[src/rtl/signed_add_pipe_stage.sv]
`default_nettype none
// ============================================================================
// Module   : signed_add_pipe_stage
// Purpose  : Registered signed adder with valid/ready handshake, 2-entry skid
//            buffer, overflow detection, sticky overflow flag and saturating
//            operation counter. Optional macro SIGNED_ADD_SAT_EN: clamp the
//            stored sum to the signed limit on overflow.
// Revision : 1.0 - initial release
// ============================================================================
module signed_add_pipe_stage #(
  parameter int WIDTH = 32,
  parameter int CNT_W = 16
) (
  input  logic             clk,
  input  logic             rst,
  input  logic             in_valid,
  output logic             in_ready,
  input  logic [WIDTH-1:0] num1,
  input  logic [WIDTH-1:0] num2,
  output logic             out_valid,
  input  logic             out_ready,
  output logic [WIDTH-1:0] s_add,
  output logic             s_ovf,
  input  logic             clr,
  output logic             ovf_sticky,
  output logic [CNT_W-1:0] op_count
);

  typedef enum logic [1:0] {
    EMPTY = 2'd0,
    ONE   = 2'd1,
    TWO   = 2'd2
  } state_t;

  localparam logic [WIDTH-1:0] C_MAX_POS = {1'b0, {(WIDTH-1){1'b1}}};
  localparam logic [WIDTH-1:0] C_MIN_NEG = {1'b1, {(WIDTH-1){1'b0}}};
  localparam logic [CNT_W-1:0] C_CNT_MAX = {CNT_W{1'b1}};

  state_t           state_q;
  logic [WIDTH-1:0] head_sum_q;
  logic             head_ovf_q;
  logic [WIDTH-1:0] tail_sum_q;
  logic             tail_ovf_q;
  logic             ovf_sticky_q;
  logic             ovf_sticky_d;
  logic [CNT_W-1:0] op_count_q;
  logic [CNT_W-1:0] op_count_d;

  logic             push;
  logic             pop;
  logic [WIDTH-1:0] sum_raw;
  logic             ovf;
  logic [WIDTH-1:0] sum_store;

  // Ready depends on state alone so no combinational path from out_ready.
  assign in_ready  = (state_q != TWO);
  assign out_valid = (state_q != EMPTY);
  assign push      = in_valid & in_ready;
  assign pop       = out_valid & out_ready;

  assign sum_raw = num1 + num2;
  assign ovf     = (num1[WIDTH-1] == num2[WIDTH-1]) &
                   (sum_raw[WIDTH-1] != num1[WIDTH-1]);

  always_comb begin
    sum_store = sum_raw;
`ifdef SIGNED_ADD_SAT_EN
    if (ovf) begin
      sum_store = num1[WIDTH-1] ? C_MIN_NEG : C_MAX_POS;
    end
`else
    if (ovf) begin
      sum_store = sum_raw;
    end
`endif
  end

  always_ff @(posedge clk or posedge rst) begin
    if (rst) begin
      state_q    <= EMPTY;
      head_sum_q <= '0;
      head_ovf_q <= 1'b0;
      tail_sum_q <= '0;
      tail_ovf_q <= 1'b0;
    end else begin
      case (state_q)
        EMPTY: begin
          if (push) begin
            head_sum_q <= sum_store;
            head_ovf_q <= ovf;
            state_q    <= ONE;
          end
        end
        ONE: begin
          if (push && pop) begin
            head_sum_q <= sum_store;
            head_ovf_q <= ovf;
          end else if (push) begin
            tail_sum_q <= sum_store;
            tail_ovf_q <= ovf;
            state_q    <= TWO;
          end else if (pop) begin
            state_q    <= EMPTY;
          end
        end
        TWO: begin
          if (pop) begin
            head_sum_q <= tail_sum_q;
            head_ovf_q <= tail_ovf_q;
            state_q    <= ONE;
          end
        end
        default: state_q <= EMPTY;
      endcase
    end
  end

  // Clear is applied first so a coincident push still registers (set wins).
  always_comb begin
    ovf_sticky_d = (clr ? 1'b0 : ovf_sticky_q) | (push & ovf);
    op_count_d   = clr ? '0 : op_count_q;
    if (push && (op_count_d != C_CNT_MAX)) begin
      op_count_d = op_count_d + 1'b1;
    end
  end

  always_ff @(posedge clk or posedge rst) begin
    if (rst) begin
      ovf_sticky_q <= 1'b0;
      op_count_q   <= '0;
    end else begin
      ovf_sticky_q <= ovf_sticky_d;
      op_count_q   <= op_count_d;
    end
  end

  assign s_add      = head_sum_q;
  assign s_ovf      = head_ovf_q;
  assign ovf_sticky = ovf_sticky_q;
  assign op_count   = op_count_q;

endmodule
`default_nettype wire

[config.mk]
export PLATFORM = sky130hd
export DESIGN_NAME = signed_add_pipe_stage
export DESIGN_NICKNAME = d
export VERILOG_FILES = /design/src/rtl/signed_add_pipe_stage.sv
export SDC_FILE = /design/constraint.sdc
export NUM_CORES = 1
export LEC_CHECK = 0
export BUFFER_PORTS_ARGS = -buffer_cell sky130_fd_sc_hd__clkbuf_2
export CAP_MARGIN = 0
export CORE_UTILIZATION = 35
export DETAILED_ROUTE_END_ITERATION = 16
export GPL_TIMING_DRIVEN = 0
export SETUP_SLACK_MARGIN = 0.5
export SYNTH_ARGS = -nofsm -noshare
export SYNTH_HDL_FRONTEND = slang
export SYNTH_SLANG_ARGS = --single-unit
[constraint.sdc]
create_clock -name clk -period 7.15 [get_ports clk]
set_input_delay 0.715 -clock clk [delete_from_list [all_inputs] [get_ports clk]]
set_output_delay 0.715 -clock clk [all_outputs]
set_load 0.005 [all_outputs]
==> out/metrics.cfg <==
[clock_tree]
cts_setup_buffers = 0
cts_sinks = 85
cts_hold_buf = 0
cts_buffers = 9
clockBufferDepth = 2
cts_tree = yes
cts_resized = 0
insertion_delay_ns = 0.34
cts_max_level = 3
path_clk_slew_ns = 0.07
cts_root_buf = clkbuf_16

[route]
detail-route-antenna-nets = 0
viasPerCell = 5.186
drt-total-wl_um = 14110
initialDrtViolationCount = 358
route.vias.total = 4813
drc = 0
firstDrtPassIters = 7
avgRoutedWirePerCell_um = 15.20

[run_status]
status = complete, no violations

[sta]
report.final.setup_viol = 0
post-route-min-period_ns = 2.925
rsz0062_at_grt = no
slew_viol_final = 0
finClkSkew_ns = 0.004856
fin_crit_sh_pct = 40.90
worstMarginPinSlew_ns = 0.5628
worst_slew_margin_rel_pct = 62.48
fmax_mhz = 341.9
finalHoldViolCount = 0
setup_tns_ns = 0

[synth]
synth_compound_area_share_pct = 22.49
synth_top_area_share_pct = 40.37
ys_types = 57
synthXorXnorAreaFrac_pct = 7.314
syn_nets = 709
synthCells = 607
ys_seq_area_share_pct = 40.37
synth_mux_area_share_pct = 0.8312
synth_area_um2 = 5269
synth_top_family_by_area = compound AO/OA/AOI/OAI gates
synth_top_cell_by_area = dfrtp_1
synth-adder-area-share_pct = 7.979
synth_edf_count = 0
ys.flop_type = dfrtp_1
synthSimpleGateAreaFrac_pct = 17.91
synthTopCellsByArea = dfrtp_1 40%, ha_1 7.6%, o21ai_0 6.6%
yosys_warnings = 0
synth_area_per_cell_um2 = 8.680
synth_commonest_cells = 85 x dfrtp_1, 85 x nand2_1, 70 x o21ai_0
ys_seq_elements = 85
async_reset_ff_share_pct = 100.0

[worst_setup_path]
critPathRequiredTime_ns = 7.37
crit_path_max_fanout = 5
crit_type = in -> reg
worstReg2RegStart = state_q[1]
start_kind = input port
worstSetupEndpointType = flip-flop
r2r_cells = 7
critPathArrivalTime_ns = 3.14
setup.worst_path.start = num1[0]

[grt]
grt_max_degree = 57
antenna_found_initial = 0
track_usage_pct = 18.71
grt_pass1_wl_um = 23630
overflow = 0
first_global_vias = 4747

[placement]
io_buffers = 120
dp_hpwl_um = 10860
gp_congestion = 0.8277

[finish]
drive_above_1_share_pct = 21.91
nNetsFinal = 841
area_growth_pct = 22.16
antenna-diode-count = 0

[pwr]
internal_power_uw = 1145
pwr-share-comb_pct = 30.7
switching_power_uw = 603.2
p_leak_uw = 0.002972
pwr-share-seq_pct = 42.0
peakVddDrop_mv = 0.1358
p_per_area_nw_per_um2 = 271.6
switching_share_pct = 34.51
p_clk_share_pct = 27.2
power.total_uw = 1748

[job]
drv_cap = 0

[floorplanning]
core_um2 = 14590
io-pin-count = 121
rows = 44
start_util_pct = 36.11
dieWidth_um = 124.7
die_area_um2 = 15550
fp.dieH_um = 124.7

[worst_hold_path]
hold_path.class = in -> async

[critical path, cell delays in order]
cell and delay (ns):
clkbuf_2 0.08, ha_1 0.25, fa_1 0.42, a21oi_1 0.23
o211ai_2 0.18, nand2_1 0.14, nand2_2 0.11, a31oi_1 0.47
o41ai_2 0.17, xnor2_1 0.27, a21oi_1 0.10
[routing by layer]
metal  up-vias  track usage [%]  share of wire [%]  wire length, um
met5         -                0                  0                0
met4         0            6.804                1.7              244
met3        17            2.191                3.8              530
met2       124            30.58                 47             6604
met1      2251            25.35                 48             6726
li1       2421                -                  -                -
[per-stage QoR]
step           hold WS, ns  util (%)  worst slack (ns)  instance area (um^2)  instances
2_1_floorplan       0.4418         -             4.242                  5269        607
3_3_place_gp        0.4547     41.81             3.272                  6100        911
3_5_place_dp        0.4626     42.02             3.888                  6130        912
4_1_cts             0.3710     44.12             4.244                  6436        928
5_1_grt             0.3987     44.12             4.109                  6436        928
6_report            0.3544     44.12             4.225                  6436        928
[path summary, 6_finish.rpt]
check | endpoint | slack (ns)
min in group clk | tail_sum_q[2] | 0.48
max reg2reg | s_add[7] | 4.80
min | s_add[3] | 0.35
max in group asynchronous | tail_sum_q[19] | 6.17
max | s_add[28] | 4.23
min reg2reg | tail_sum_q[2] | 0.48
[registers in the layout, summed over array words and instances (netlist names)]
register,cells
tail_sum_q,32
tail_ovf_q,1
op_count,16
s_add,32
s_ovf,1
ovf_sticky,1
state_q,2
[power by group through the flow]
stage	registers, uW	clock network [uW]	logic, uW
4_1_cts	737	487	540
2_1_floorplan	727	0	329
3_3_place_gp	737	0	525
3_5_place_dp	746	0	537
6_report	735	476	537
5_1_grt	754	510	609
[logic make-up (layout without fill, tap and decap cells)]
group / count (synthesis) / count (layout)
AO/OA/AOI/OAI: 199 / 199
XOR/XNOR: 44 / 44
adder cells (fa/ha/maj): 33 / 33
buffers and inverters: 41 / 178
flip-flops: 85 / 85
multiplexers: 4 / 4
AND/OR/NAND/NOR: 201 / 201
[cell type report]
class	instances	area [um^2]
fill	1453	8153
multi-input combinational	481	2978
sequential	85	2127
timing repair buffer	121	628.1
tap	184	230.2
clock buffer	9	225.2
buffer	31	126.4
clock inverter	7	81.33
inverter	10	40.04
[layout by cell type (no fill, tap or decap), drive strengths merged, types with 2 or more instances in the layout]
| master | Yosys | layout |
|---|---|---|
| and3 | 6 | 6 |
| a41oi | 2 | 2 |
| o211ai | 5 | 5 |
| dfrtp | 85 | 85 |
| or3 | 13 | 13 |
| a21oi | 67 | 67 |
| clkbuf | 24 | 153 |
| nand3 | 16 | 16 |
| nand2 | 86 | 86 |
| buf | 7 | 8 |
| mux2 | 3 | 3 |
| xnor2 | 27 | 27 |
| nor2 | 38 | 38 |
| o21ba | 2 | 2 |
| o31ai | 4 | 4 |
| o21ai | 76 | 76 |
| and2 | 7 | 7 |
| o21a | 5 | 5 |
| o21bai | 6 | 6 |
| nand4 | 10 | 10 |
| ha | 32 | 32 |
| o22ai | 4 | 4 |
| clkinv | 0 | 3 |
| xor2 | 17 | 17 |
| nor2b | 7 | 7 |
| a31oi | 10 | 10 |
| nand2b | 7 | 7 |
| inv | 10 | 12 |
| a21o | 8 | 8 |
| a211oi | 3 | 3 |
| nor3 | 6 | 6 |
Note: power is estimated with default switching activity, not from simulation.
